$ cat config.mk
export PLATFORM = sky130hd
export DESIGN_NAME = apb_master
export DESIGN_NICKNAME = d
export VERILOG_FILES = /design/src/rtl/apb_master.sv
export SDC_FILE = /design/constraint.sdc
export NUM_CORES = 1
export LEC_CHECK = 0
export CORE_MARGIN = 2
export CORE_UTILIZATION = 36
export CTS_CLUSTER_SIZE = 40
export DETAILED_ROUTE_END_ITERATION = 12
export PLACE_DENSITY_LB_ADDON = 0.12
export SLEW_MARGIN = 25
export SYNTH_ARGS = -nofsm -noshare
export SYNTH_HDL_FRONTEND = slang
export SYNTH_SLANG_ARGS = --single-unit
$ cat constraint.sdc
create_clock -name PCLK -period 1.44 [get_ports PCLK]
set_input_delay 0.216 -clock PCLK [delete_from_list [all_inputs] [get_ports PCLK]]
set_output_delay 0.216 -clock PCLK [all_outputs]
set_load 0.05 [all_outputs]
$ cat src/rtl/apb_master.sv
// APB initiator: takes one command per handshake, runs SETUP/ACCESS on the APB link,
// and returns read data / error status; a wait-state watchdog bounds a silent slave.
module apb_master #(
    parameter int unsigned ADDR_WIDTH     = 32,
    parameter int unsigned DATA_WIDTH     = 32,
    parameter int unsigned TIMEOUT_CYCLES = 16
) (
    input  logic                  PCLK,
    input  logic                  PRESETn,
    input  logic                  cmd_valid,
    output logic                  cmd_ready,
    input  logic                  cmd_write,
    input  logic [ADDR_WIDTH-1:0] cmd_addr,
    input  logic [DATA_WIDTH-1:0] cmd_wdata,
    output logic                  rsp_valid,
    input  logic                  rsp_ready,
    output logic [DATA_WIDTH-1:0] rsp_rdata,
    output logic                  rsp_err,
    output logic [ADDR_WIDTH-1:0] PADDR,
    output logic                  PWRITE,
    output logic                  PSEL,
    output logic                  PENABLE,
    output logic [DATA_WIDTH-1:0] PWDATA,
    input  logic [DATA_WIDTH-1:0] PRDATA,
    input  logic                  PREADY,
    input  logic                  PSLVERR
);

    // state  | meaning
    // IDLE   | cmd_ready high, waiting for a command
    // SETUP  | PSEL high, PENABLE low, one cycle
    // ACCESS | PSEL/PENABLE high, waiting for PREADY or watchdog
    // RESP   | response held until consumed
    typedef enum logic [1:0] {
        IDLE   = 2'd0,
        SETUP  = 2'd1,
        ACCESS = 2'd2,
        RESP   = 2'd3
    } state_t;

    localparam int unsigned CW      = (TIMEOUT_CYCLES > 1) ? $clog2(TIMEOUT_CYCLES) : 1;
    localparam int unsigned TC_LAST = (TIMEOUT_CYCLES == 0) ? 0 : TIMEOUT_CYCLES - 1;
    localparam logic [CW-1:0] WD_LAST = CW'(TC_LAST);

    state_t                state_q, state_d;
    logic [ADDR_WIDTH-1:0] paddr_q, paddr_d;
    logic [DATA_WIDTH-1:0] pwdata_q, pwdata_d;
    logic                  pwrite_q, pwrite_d;
    logic                  psel_q, psel_d;
    logic                  penable_q, penable_d;
    logic                  rsp_valid_q, rsp_valid_d;
    logic [DATA_WIDTH-1:0] rsp_rdata_q, rsp_rdata_d;
    logic                  rsp_err_q, rsp_err_d;
    logic [CW-1:0]         wd_cnt_q, wd_cnt_d;
    logic                  wd_expired;

    always_ff @(posedge PCLK or negedge PRESETn) begin
        if (!PRESETn) begin
            state_q     <= IDLE;
            paddr_q     <= '0;
            pwdata_q    <= '0;
            pwrite_q    <= 1'b0;
            psel_q      <= 1'b0;
            penable_q   <= 1'b0;
            rsp_valid_q <= 1'b0;
            rsp_rdata_q <= '0;
            rsp_err_q   <= 1'b0;
            wd_cnt_q    <= '0;
        end else begin
            state_q     <= state_d;
            paddr_q     <= paddr_d;
            pwdata_q    <= pwdata_d;
            pwrite_q    <= pwrite_d;
            psel_q      <= psel_d;
            penable_q   <= penable_d;
            rsp_valid_q <= rsp_valid_d;
            rsp_rdata_q <= rsp_rdata_d;
            rsp_err_q   <= rsp_err_d;
            wd_cnt_q    <= wd_cnt_d;
        end
    end

    // A zero TIMEOUT_CYCLES disables the watchdog entirely.
    assign wd_expired = (TIMEOUT_CYCLES != 0) && (wd_cnt_q == WD_LAST);

    always_comb begin
        state_d     = state_q;
        paddr_d     = paddr_q;
        pwdata_d    = pwdata_q;
        pwrite_d    = pwrite_q;
        psel_d      = psel_q;
        penable_d   = penable_q;
        rsp_valid_d = rsp_valid_q;
        rsp_rdata_d = rsp_rdata_q;
        rsp_err_d   = rsp_err_q;
        wd_cnt_d    = wd_cnt_q;
        cmd_ready   = 1'b0;

        unique case (state_q)
            IDLE: begin
                cmd_ready = 1'b1;
                if (cmd_valid) begin
                    paddr_d  = cmd_addr;
                    pwdata_d = cmd_wdata;
                    pwrite_d = cmd_write;
                    psel_d   = 1'b1;
                    state_d  = SETUP;
                end
            end
            SETUP: begin
                penable_d = 1'b1;
                wd_cnt_d  = '0;
                state_d   = ACCESS;
            end
            ACCESS: begin
                // PREADY on the watchdog's last cycle still completes normally.
                if (PREADY) begin
                    rsp_rdata_d = pwrite_q ? '0 : PRDATA;
                    rsp_err_d   = PSLVERR;
                    rsp_valid_d = 1'b1;
                    psel_d      = 1'b0;
                    penable_d   = 1'b0;
                    state_d     = RESP;
                end else if (wd_expired) begin
                    rsp_rdata_d = '0;
                    rsp_err_d   = 1'b1;
                    rsp_valid_d = 1'b1;
                    psel_d      = 1'b0;
                    penable_d   = 1'b0;
                    state_d     = RESP;
                end else begin
                    wd_cnt_d = wd_cnt_q + CW'(1);
                end
            end
            RESP: begin
                if (rsp_ready) begin
                    rsp_valid_d = 1'b0;
                    state_d     = IDLE;
                end
            end
            default: state_d = IDLE;
        endcase
    end

    assign PADDR     = paddr_q;
    assign PWDATA    = pwdata_q;
    assign PWRITE    = pwrite_q;
    assign PSEL      = psel_q;
    assign PENABLE   = penable_q;
    assign rsp_valid = rsp_valid_q;
    assign rsp_rdata = rsp_rdata_q;
    assign rsp_err   = rsp_err_q;

endmodule

==> run summary <==
Initial antenna violation count - 0
Area added between synthesis and finish - 93.7%
Initial Utilization - 36.5%
Synth Flop Type - sky130_fd_sc_hd__dfrtp_1
Die width - 111 um
Mapped cell area - 0.00413 mm2
DRC marker count from the first detailed-route iteration - 124
Arrival time of the worst setup path - 1.71 ns
Clock sinks - 107
Peak fanout along the critical path - 5
Worst Setup Slack, final - -0.0411 ns
Instance count of the mapped netlist - 271
Vias in the first global route - 3397
Number of register bits inferred by synthesis - 107
Routed Wire Length - 11900 um
Register-to-register setup slack - -0.04 ns
Placed wire-length estimate - 8690 um
Number of port buffers - 204
Number of nets with antenna violations after detailed routing - 0
Worst Setup End Kind - flip-flop
Layout Nets - 610
Total number of placement rows - 39
Per-cell routed wire length - 18.3 um
Worst slack on hold paths - 0.390 ns
Warnings from Yosys - 0
CTS H-tree depth - 3
Final worst path period share - 103%
Clock tree from TritonCTS - built
Number of buffers on the longest clock path - 2
Clock insertion delay at the later pin of the skew report - 0.34 ns
Async set or reset register ratio after synthesis - 100%
Worst vdd ir - 0.00183 V
Distinct cell type count after synthesis - 26
Tightest Pin Transition - 0.342 ns
Worst setup skew after layout - 0.00739 ns
Relative max-transition margin - 77.2%
DR vias/cell - 4.83
Final setup fails - 17
Global-route wire length before repair - 18400 um
Vias post-DR - 3137
Clock transition at the registers of the reported paths - 0.07 ns
Leak Pwr - 3.54 nW
Root Buffer Master - sky130_fd_sc_hd__clkbuf_16
HP Class - in -> async
Pins over their slew limit - 0
All-Layer GR Usage - 18.9%
Placeable core region - 0.0113 mm2
CP Class - reg -> reg
Overflow left after global routing - 0
Max Cap Viol - 0
Fmax - 675 MHz
Pwr Density - 2910 mW/mm2
Result of the run - complete, but fails checks
Router iterations before antenna repair - 4
Shortest clock period the worst path allows after layout - 1.48 ns
CP required - 1.67 ns
Overall power of the completed layout - 23.3 mW
Area of the die - 0.0123 mm2
Violated checks - setup timing
Hold Vio Cnt, Final - 0
Average instance area after synthesis - 15.2 um2
Syn nets - 379
Number of top-level pins - 205
Pin count of the biggest net entering global routing - 64
Share of layout cells above drive strength 1 - 44.7%
Sort of element at the start of the critical path - flip-flop
DRC Markers - 0
Antenna Diode Count - 0
Number of CTS-inserted buffers - 9
Die height - 111 um
Sequential area share after synthesis - 64.8%
Routability congestion estimate - 0.770
RSZ-0062 raised after global routing - yes
Number of enable flip-flop cells after synthesis - 0
[per-layer routing]
layer / GRT usage, % / routed length [um] / part of all wire [%]
met5: 0 / 0 / 0
met1: 22.3 / 4740 / 40
met2: 33.7 / 6300 / 53
met4: 7.49 / 251 / 2.1
met3: 4.10 / 570 / 4.8
[logic make-up (layout without fill, tap and decap cells)]
logic type | after synthesis | count (layout) | synth area share, %
compound gates | 48 | 48 | 9.63
fa+ha+maj | 5 | 5 | 1.51
buf+inv | 20 | 255 | 2.91
flops | 107 | 107 | 64.8
mux | 66 | 66 | 18.0
simple gates | 25 | 25 | 3.12
[cells in the final DEF, fill, tap and decap left out, drive strengths merged]
| cell | n |
|---|---|
| nor2 | 4 |
| nand2b | 3 |
| a22o | 33 |
| a31oi | 3 |
| bufinv | 2 |
| clkdlybuf4s50 | 101 |
| o311ai | 1 |
| mux2 | 66 |
| dfrtp | 107 |
| a21boi | 1 |
| inv | 4 |
| ha | 5 |
| or4 | 1 |
| nand4 | 1 |
| a21bo | 1 |
| dlygate4sd3 | 1 |
| buf | 133 |
| nand3 | 6 |
| clkinvlp | 2 |
| o211ai | 2 |
| a31o | 1 |
| a21oi | 3 |
| o31ai | 2 |
| nor2b | 1 |
| nand2 | 8 |
| or2b | 1 |
| clkbuf | 12 |
| o21ai | 1 |
[metrics by stage]
stage / worst slack, ns / setup TNS, ns / util [%] / cells / area (um2)
final: -0.0411 / -0.180 / 70.7 / 649 / 8000
after CTS: -0.0435 / -0.875 / 69.8 / 645 / 7900
after global placement: -0.116 / -8.26 / 66.5 / 626 / 7530
after detailed placement: -0.150 / -10.0 / 66.5 / 626 / 7530
after global routing: -0.0930 / -3.41 / 70.7 / 649 / 8000
after floorplan: -0.0425 / -1.73 / - / 271 / 4180
[cells in the mapped netlist, types with 2 or more instances]
master / instances / share of area [%]
sky130_fd_sc_hd__buf_2: 12 / 1.5
sky130_fd_sc_hd__nand2_1: 7 / 0.64
sky130_fd_sc_hd__o31ai_1: 2 / 0.36
sky130_fd_sc_hd__inv_1: 4 / 0.36
sky130_fd_sc_hd__nor2_1: 4 / 0.36
sky130_fd_sc_hd__a22o_1: 33 / 7.0
sky130_fd_sc_hd__nand3_1: 6 / 0.73
sky130_fd_sc_hd__a21oi_1: 3 / 0.36
sky130_fd_sc_hd__dfrtp_1: 107 / 65
sky130_fd_sc_hd__buf_6: 4 / 1.1
sky130_fd_sc_hd__mux2_2: 66 / 18
sky130_fd_sc_hd__ha_1: 5 / 1.5
sky130_fd_sc_hd__nand2b_1: 3 / 0.45
sky130_fd_sc_hd__a31oi_1: 3 / 0.45
[report_power, final]
part           internal, mW  switching, mW
clock network          1.56           1.07
logic                  7.52           7.12
registers              4.47           1.53
total                  13.6           9.72
[registers in the layout, indices dropped and copies added (netlist names)]
signal     count
rsp_err        1
PSEL           1
state_q        2
rsp_valid      1
rsp_rdata     32
PENABLE        1
PWRITE         1
PWDATA        32
PADDR         32
wd_cnt_q       4
[worst max-delay path: stages (launching register included)]
cell and delay [ns]:
sky130_fd_sc_hd__dfrtp_1 0.41, sky130_fd_sc_hd__ha_4 0.19, sky130_fd_sc_hd__a31o_4 0.25, sky130_fd_sc_hd__o211ai_2 0.21, sky130_fd_sc_hd__mux2_4 0.31
[repair_timing]
item                                    CTS  global route
gates cloned                              0             2
pin swaps                                 1             2
hold endpoints to repair                107             0
endpoints found under the setup margin  101           103
hold buffers                              1             0
gates resized for setup                   5            10
setup buffers                             3             2
[final timing paths]
path                              from       endpoint  depth (start not counted)
max                        wd_cnt_q[0]     state_q[1]                          4
max reg2reg                wd_cnt_q[0]     state_q[1]                          4
max in group asynchronous      PRESETn  rsp_rdata[12]                          3
min                            PRESETn       PADDR[4]                          3
min reg2reg                  PADDR[24]      PADDR[24]                          1
min in group PCLK              PSLVERR        rsp_err                          3
[final cells by class]
type | count | area [um2]
Inverter | 4 | 15.0
Sequential cell | 107 | 2680
Timing Repair Buffer | 236 | 3410
Multi-Input combinational cell | 144 | 1400
Clock inverter | 4 | 75.1
Clock buffer | 11 | 243
Fill cell | 779 | 3320
Tap cell | 143 | 179
Note: power is estimated with default switching activity, not from simulation.
